### config.mk
export PLATFORM = sky130hd
export DESIGN_NAME = alu_arb_flat
export DESIGN_NICKNAME = d
export VERILOG_FILES = /design/src/rtl/alu_arb_if.sv /design/src/rtl/alu_arb.sv /design/src/flat_wrapper.sv
export SDC_FILE = /design/constraint.sdc
export NUM_CORES = 1
export LEC_CHECK = 0
export CORE_AREA = 2 2 61 63
export CTS_BUF_LIST = sky130_fd_sc_hd__clkbuf_8
export DETAILED_ROUTE_END_ITERATION = 10
export DIE_AREA = 0 0 63 65
export PLACE_DENSITY = 0.89
export REMOVE_ABC_BUFFERS = 1
export SKIP_LAST_GASP = 1
export SLEW_MARGIN = 10
export SYNTH_ARGS = -nofsm -noshare
export SYNTH_HDL_FRONTEND = slang
export SYNTH_SLANG_ARGS = --single-unit
### constraint.sdc
create_clock -name clk -period 1.66 [get_ports clk]
set_clock_uncertainty 0.1 [all_clocks]
set_input_delay 0.332 -clock clk [delete_from_list [all_inputs] [get_ports clk]]
set_output_delay 0.332 -clock clk [all_outputs]
set_load 0.02 [all_outputs]
### src/rtl/alu_arb_if.sv
// alu_arb_if: request, ALU-side and response signals of the shared-ALU arbiter.
// slave  - seen by the arbiter (alu_arb)
// master - seen by the requesters / ALU / response consumer
interface alu_arb_if;
  logic       req0_valid;
  logic       req0_ready;
  logic [3:0] req0_a;
  logic [3:0] req0_b;
  logic [2:0] req0_op;
  logic       req1_valid;
  logic       req1_ready;
  logic [3:0] req1_a;
  logic [3:0] req1_b;
  logic [2:0] req1_op;
  logic [3:0] alu_a;
  logic [3:0] alu_b;
  logic [2:0] alu_sel;
  logic [3:0] alu_out;
  logic       alu_zero;
  logic       alu_of;
  logic       alu_carry;
  logic       rsp_valid;
  logic       rsp_ready;
  logic       rsp_id;
  logic [3:0] rsp_data;
  logic [2:0] rsp_flags;
  logic [7:0] gnt_cnt0;
  logic [7:0] gnt_cnt1;

  modport slave (
    input  req0_valid, req0_a, req0_b, req0_op,
    input  req1_valid, req1_a, req1_b, req1_op,
    input  alu_out, alu_zero, alu_of, alu_carry,
    input  rsp_ready,
    output req0_ready, req1_ready,
    output alu_a, alu_b, alu_sel,
    output rsp_valid, rsp_id, rsp_data, rsp_flags,
    output gnt_cnt0, gnt_cnt1
  );

  modport master (
    output req0_valid, req0_a, req0_b, req0_op,
    output req1_valid, req1_a, req1_b, req1_op,
    output alu_out, alu_zero, alu_of, alu_carry,
    output rsp_ready,
    input  req0_ready, req1_ready,
    input  alu_a, alu_b, alu_sel,
    input  rsp_valid, rsp_id, rsp_data, rsp_flags,
    input  gnt_cnt0, gnt_cnt1
  );
endinterface

### src/rtl/alu_arb.sv
// alu_arb: round-robin arbiter/sequencer for the shared 4-bit ALU.
// IDLE -> EXEC -> RESP; operands registered toward the ALU, result and flags
// captured one cycle later and held until the response handshake.
// Optional macro ALU_ARB_STATS_EN enables saturating per-port grant counters;
// when undefined the counters are tied to zero.
module alu_arb (
  input logic       clk,
  input logic       rst,
  alu_arb_if.slave  bus
);

  typedef enum logic [1:0] {IDLE, EXEC, RESP} state_t;

  state_t     state_q;
  logic       last_grant_q;
  logic       id_q;
  logic [3:0] alu_a_q;
  logic [3:0] alu_b_q;
  logic [2:0] alu_sel_q;
  logic       rsp_valid_q;
  logic       rsp_id_q;
  logic [3:0] rsp_data_q;
  logic [2:0] rsp_flags_q;

  logic gnt0;
  logic gnt1;
  logic acc0;
  logic acc1;

  // Grant: a lone requester wins; on a tie the port not granted last wins.
  always_comb begin
    gnt0 = bus.req0_valid & (~bus.req1_valid | last_grant_q);
    gnt1 = bus.req1_valid & (~bus.req0_valid | ~last_grant_q);
    acc0 = (state_q == IDLE) & gnt0;
    acc1 = (state_q == IDLE) & gnt1;
  end

  assign bus.req0_ready = acc0;
  assign bus.req1_ready = acc1;

  // Sequencer FSM with registered ALU drive and response outputs.
  always_ff @(posedge clk or posedge rst) begin
    if (rst) begin
      state_q      <= IDLE;
      last_grant_q <= 1'b1;
      id_q         <= 1'b0;
      alu_a_q      <= '0;
      alu_b_q      <= '0;
      alu_sel_q    <= '0;
      rsp_valid_q  <= 1'b0;
      rsp_id_q     <= 1'b0;
      rsp_data_q   <= '0;
      rsp_flags_q  <= '0;
    end else begin
      case (state_q)
        IDLE: begin
          if (acc0 | acc1) begin
            alu_a_q      <= acc1 ? bus.req1_a  : bus.req0_a;
            alu_b_q      <= acc1 ? bus.req1_b  : bus.req0_b;
            alu_sel_q    <= acc1 ? bus.req1_op : bus.req0_op;
            id_q         <= acc1;
            last_grant_q <= acc1;
            state_q      <= EXEC;
          end
        end
        EXEC: begin
          rsp_data_q  <= bus.alu_out;
          rsp_flags_q <= {bus.alu_carry, bus.alu_of, bus.alu_zero};
          rsp_id_q    <= id_q;
          rsp_valid_q <= 1'b1;
          state_q     <= RESP;
        end
        RESP: begin
          if (bus.rsp_ready) begin
            rsp_valid_q <= 1'b0;
            state_q     <= IDLE;
          end
        end
        default: state_q <= IDLE;
      endcase
    end
  end

  assign bus.alu_a     = alu_a_q;
  assign bus.alu_b     = alu_b_q;
  assign bus.alu_sel   = alu_sel_q;
  assign bus.rsp_valid = rsp_valid_q;
  assign bus.rsp_id    = rsp_id_q;
  assign bus.rsp_data  = rsp_data_q;
  assign bus.rsp_flags = rsp_flags_q;

`ifdef ALU_ARB_STATS_EN
  logic [7:0] gnt_cnt0_q;
  logic [7:0] gnt_cnt0_d;
  logic [7:0] gnt_cnt1_q;
  logic [7:0] gnt_cnt1_d;

  // Saturating per-port accept counters.
  always_comb begin
    gnt_cnt0_d = gnt_cnt0_q;
    gnt_cnt1_d = gnt_cnt1_q;
    if (acc0 && gnt_cnt0_q != 8'hFF) gnt_cnt0_d = gnt_cnt0_q + 8'd1;
    if (acc1 && gnt_cnt1_q != 8'hFF) gnt_cnt1_d = gnt_cnt1_q + 8'd1;
  end

  // Counter registers, cleared only by reset.
  always_ff @(posedge clk or posedge rst) begin
    if (rst) begin
      gnt_cnt0_q <= '0;
      gnt_cnt1_q <= '0;
    end else begin
      gnt_cnt0_q <= gnt_cnt0_d;
      gnt_cnt1_q <= gnt_cnt1_d;
    end
  end

  assign bus.gnt_cnt0 = gnt_cnt0_q;
  assign bus.gnt_cnt1 = gnt_cnt1_q;
`else
  assign bus.gnt_cnt0 = '0;
  assign bus.gnt_cnt1 = '0;
`endif

endmodule

### src/flat_wrapper.sv
// flat-port wrapper written by rule: the top's interface ports become plain ports
module alu_arb_flat 
  (clk, rst, bus_req0_valid, bus_req0_a, bus_req0_b, bus_req0_op, bus_req1_valid, bus_req1_a, bus_req1_b, bus_req1_op, bus_alu_out, bus_alu_zero, bus_alu_of, bus_alu_carry, bus_rsp_ready, bus_req0_ready, bus_req1_ready, bus_alu_a, bus_alu_b, bus_alu_sel, bus_rsp_valid, bus_rsp_id, bus_rsp_data, bus_rsp_flags, bus_gnt_cnt0, bus_gnt_cnt1);
  alu_arb_if bus_i ();
  input logic clk;
  input logic rst;
  input wire logic [$bits(bus_i.req0_valid)-1:0] bus_req0_valid;
  input wire logic [$bits(bus_i.req0_a)-1:0] bus_req0_a;
  input wire logic [$bits(bus_i.req0_b)-1:0] bus_req0_b;
  input wire logic [$bits(bus_i.req0_op)-1:0] bus_req0_op;
  input wire logic [$bits(bus_i.req1_valid)-1:0] bus_req1_valid;
  input wire logic [$bits(bus_i.req1_a)-1:0] bus_req1_a;
  input wire logic [$bits(bus_i.req1_b)-1:0] bus_req1_b;
  input wire logic [$bits(bus_i.req1_op)-1:0] bus_req1_op;
  input wire logic [$bits(bus_i.alu_out)-1:0] bus_alu_out;
  input wire logic [$bits(bus_i.alu_zero)-1:0] bus_alu_zero;
  input wire logic [$bits(bus_i.alu_of)-1:0] bus_alu_of;
  input wire logic [$bits(bus_i.alu_carry)-1:0] bus_alu_carry;
  input wire logic [$bits(bus_i.rsp_ready)-1:0] bus_rsp_ready;
  output wire logic [$bits(bus_i.req0_ready)-1:0] bus_req0_ready;
  output wire logic [$bits(bus_i.req1_ready)-1:0] bus_req1_ready;
  output wire logic [$bits(bus_i.alu_a)-1:0] bus_alu_a;
  output wire logic [$bits(bus_i.alu_b)-1:0] bus_alu_b;
  output wire logic [$bits(bus_i.alu_sel)-1:0] bus_alu_sel;
  output wire logic [$bits(bus_i.rsp_valid)-1:0] bus_rsp_valid;
  output wire logic [$bits(bus_i.rsp_id)-1:0] bus_rsp_id;
  output wire logic [$bits(bus_i.rsp_data)-1:0] bus_rsp_data;
  output wire logic [$bits(bus_i.rsp_flags)-1:0] bus_rsp_flags;
  output wire logic [$bits(bus_i.gnt_cnt0)-1:0] bus_gnt_cnt0;
  output wire logic [$bits(bus_i.gnt_cnt1)-1:0] bus_gnt_cnt1;
  assign bus_i.req0_valid = bus_req0_valid;
  assign bus_i.req0_a = bus_req0_a;
  assign bus_i.req0_b = bus_req0_b;
  assign bus_i.req0_op = bus_req0_op;
  assign bus_i.req1_valid = bus_req1_valid;
  assign bus_i.req1_a = bus_req1_a;
  assign bus_i.req1_b = bus_req1_b;
  assign bus_i.req1_op = bus_req1_op;
  assign bus_i.alu_out = bus_alu_out;
  assign bus_i.alu_zero = bus_alu_zero;
  assign bus_i.alu_of = bus_alu_of;
  assign bus_i.alu_carry = bus_alu_carry;
  assign bus_i.rsp_ready = bus_rsp_ready;
  assign bus_req0_ready = bus_i.req0_ready;
  assign bus_req1_ready = bus_i.req1_ready;
  assign bus_alu_a = bus_i.alu_a;
  assign bus_alu_b = bus_i.alu_b;
  assign bus_alu_sel = bus_i.alu_sel;
  assign bus_rsp_valid = bus_i.rsp_valid;
  assign bus_rsp_id = bus_i.rsp_id;
  assign bus_rsp_data = bus_i.rsp_data;
  assign bus_rsp_flags = bus_i.rsp_flags;
  assign bus_gnt_cnt0 = bus_i.gnt_cnt0;
  assign bus_gnt_cnt1 = bus_i.gnt_cnt1;
  alu_arb u_core (.clk(clk), .rst(rst), .bus(bus_i));
endmodule
==> reports/results.ini <==
[logic_synthesis]
synth-edff-count = 0
yosysTopAreaCell = dfrtp_1
synth_top_area_frac = 0.447
syn_area_um2 = 1290
synth-seq-cells = 24
ys.warnings.count = 0
synth_area_leaders = dfrtp_1 45%, buf_4 9.3%, o311ai_2 8.8%
synth-seq-area-share = 0.467
ys_types = 24
ys_async_sr_fraction = 1.00
syn_inst = 121
synth.avg_cell_area_um2 = 10.6
synth-main-ff-cell = dfrtp_1

[floorplan]
core_area_um2 = 3500
boundaryPins = 72
die_width_um = 63
die_h_um = 65
start_util = 0.368
rows = 22
dieArea_um2 = 4100

[route]
ant_nets = 0
vias_per_cell = 4.59
vias = 1078
wl_per_cell_um = 13.5
drc_errors = 0
drt_iter0_drc = 21
first_pass_iters = 4
wirelength_um = 3170

[clock_tree]
worstSkewPairLatency_ns = 0.26
clk_pin_slew_worst_paths_ns = 0.08
cts_max_path_buffers = 2
cts.sinks = 24
cts_buffers = 3
cts_tree = built
holdBufCountCts = 0
cts_root_buffer = clkbuf_8
cts_htree_levels = 1

[global_route]
track_usage = 0.163
top_usage_layer = met2
met3_usage = 0.0156
grt_pass1_vias = 1063
grt_max_degree = 14
antenna_found_initial = 0
gr-usage-met1 = 0.211
grt_use_met2 = 0.274
grt_pass1_wl_um = 5200
overflow = 0

[setup_path]
cp.arrival_ns = 1.20
path_class = flip-flop to output pin
r2r_setup_slack_ns = 0.15
end_kind = output pin
start_kind = flip-flop
crit_required_ns = 1.23
cp_max_fo = 3

[cells_and_area]
diodes = 0
multi_input_area_um2 = 527
regArea_um2 = 602
final_area_um2 = 1970
nFillCells = 322
area_growth_pct = 53.3
final_nets = 222
postLayoutCoreUtil = 0.564
drive_gt1_frac = 0.176

[placement]
dpl_cell_area_um2 = 1910
place.port_buffers = 55
gp_congestion = 0.822
pre_cts_ws_ns = -0.454
dp_hpwl_um = 2410

[sta]
drv_slew = 0
hold_viol = 0
rsz0062_at_grt = yes
period_share = 0.980
fmax_mhz = 615
setup_viol = 0
period_needed_ns = 1.63
setup_slack_ns = 0.0327

[min_path]
min_path_type = primary input to async pin

[power]
p_per_area_nw_per_um2 = 1690
leakagePower_nw = 0.993
ir_worst_vdd_mv = 0.760

[flow_run]
cap_violations = 0

[run_status]
status = finished, final reports clean

-- cells by family after synthesis --
family	synth area share
flip-flops	0.467
AO/OA/AOI/OAI	0.188
other	0.00291
buffers and inverters	0.175
multiplexers	0.0700
AND/OR/NAND/NOR	0.0972
-- repair_timing --
item                       4_1_cts  5_1_grt
setup buffers                    0        0
setup endpoints to repair       24       11
gates cloned                     0        0
pin swaps                        0        2
resized for setup               22       15
-- cell usage in the layout (no fill, tap or decap), drive strengths merged, types with 3 or more instances in the layout --
master         synthesis  layout
dlymetal6s2s           0      10
dfrtp                 23      23
inv                   15      16
nor2                   4       4
clkbuf                 3       3
buf                   21      18
o311ai                11      11
conb                   1      16
o21ai                 13      13
mux2                   8       8
dlygate4sd2            0      12
clkdlybuf4s50          0      31
a21o                   3       3
nand4                 11      11
-- report_power, final --
part / leakage (nW) / switching, W / internal, W
Sequential: 0.283 / 0.000154 / 0.000898
Clock: 0.0269 / 0.000183 / 0.000165
Combinational: 0.683 / 0.00103 / 0.000911
Total: 0.993 / 0.00137 / 0.00197
-- worst max-delay path, cell delays in order (launching register included) --
cell and delay (ns):
dfstp_2 0.56, nand2b_1 0.10, nand3_1 0.08, inv_1 0.08, buf_6 0.11
-- metrics by stage --
stage               hold WS, ns  setup TNS, ns  std cells  power, W
floorplan                 0.246              0        112   0.00212
global placement          0.360          -4.23        231   0.00306
detailed placement        0.372          -4.60        231   0.00312
CTS                       0.237       -0.00824        235   0.00336
global route              0.269        -0.0419        235   0.00359
finish                    0.237              0        235   0.00334
-- flip-flops by register name, summed over array words and instances (netlist names) --
register	flops
u_core.bus.rsp_valid	1
u_core.bus.alu_a	4
u_core.state_q	2
u_core.last_grant_q	1
u_core.bus.rsp_id	1
u_core.id_q	1
u_core.bus.rsp_flags	3
u_core.bus.alu_sel	3
u_core.bus.alu_b	4
u_core.bus.rsp_data	4
-- synthesized netlist by cell type (2+ instances only) --
library cell,n
dfrtp_1,23
buf_4,16
inv_1,15
nand4_1,11
o21ai_1,11
mux2_1,8
o311ai_2,7
o311ai_1,4
a21o_1,3
buf_2,3
clkbuf_1,3
nor2_1,3
buf_6,2
o21ai_0,2
-- path summary, 6_finish.rpt --
check / from / end / cells past startpoint
max reg2reg: u_core.state_q[1] / u_core.bus.alu_b[1] / 4
min in group clk: u_core.bus.rsp_data[1] / u_core.bus.rsp_data[1] / 1
min: rst / u_core.bus.alu_sel[2] / 2
max in group asynchronous: rst / u_core.state_q[1] / 3
min reg2reg: u_core.bus.rsp_data[1] / u_core.bus.rsp_data[1] / 1
max: u_core.last_grant_q / bus_req0_ready / 4
-- routing by layer --
| layer | share of wire | wire length, um | vias to the layer above |
|---|---|---|---|
| met1 | 0.43 | 1360 | 511 |
| met3 | 0.039 | 125 | 6 |
| met4 | 0.019 | 60 | 0 |
| li1 | - | - | 524 |
| met2 | 0.51 | 1630 | 37 |
| met5 | 0 | 0 | - |
-- final cells by class --
class	instances	share of cell area
Timing Repair Buffer	71	0.346
Sequential cell	24	0.305
Multi-Input combinational cell	73	0.267
Tap cell	48	0.0304
Inverter	15	0.0285
Clock buffer	3	0.0209
Clock inverter	1	0.00190
(Power assumes the default switching activity.)
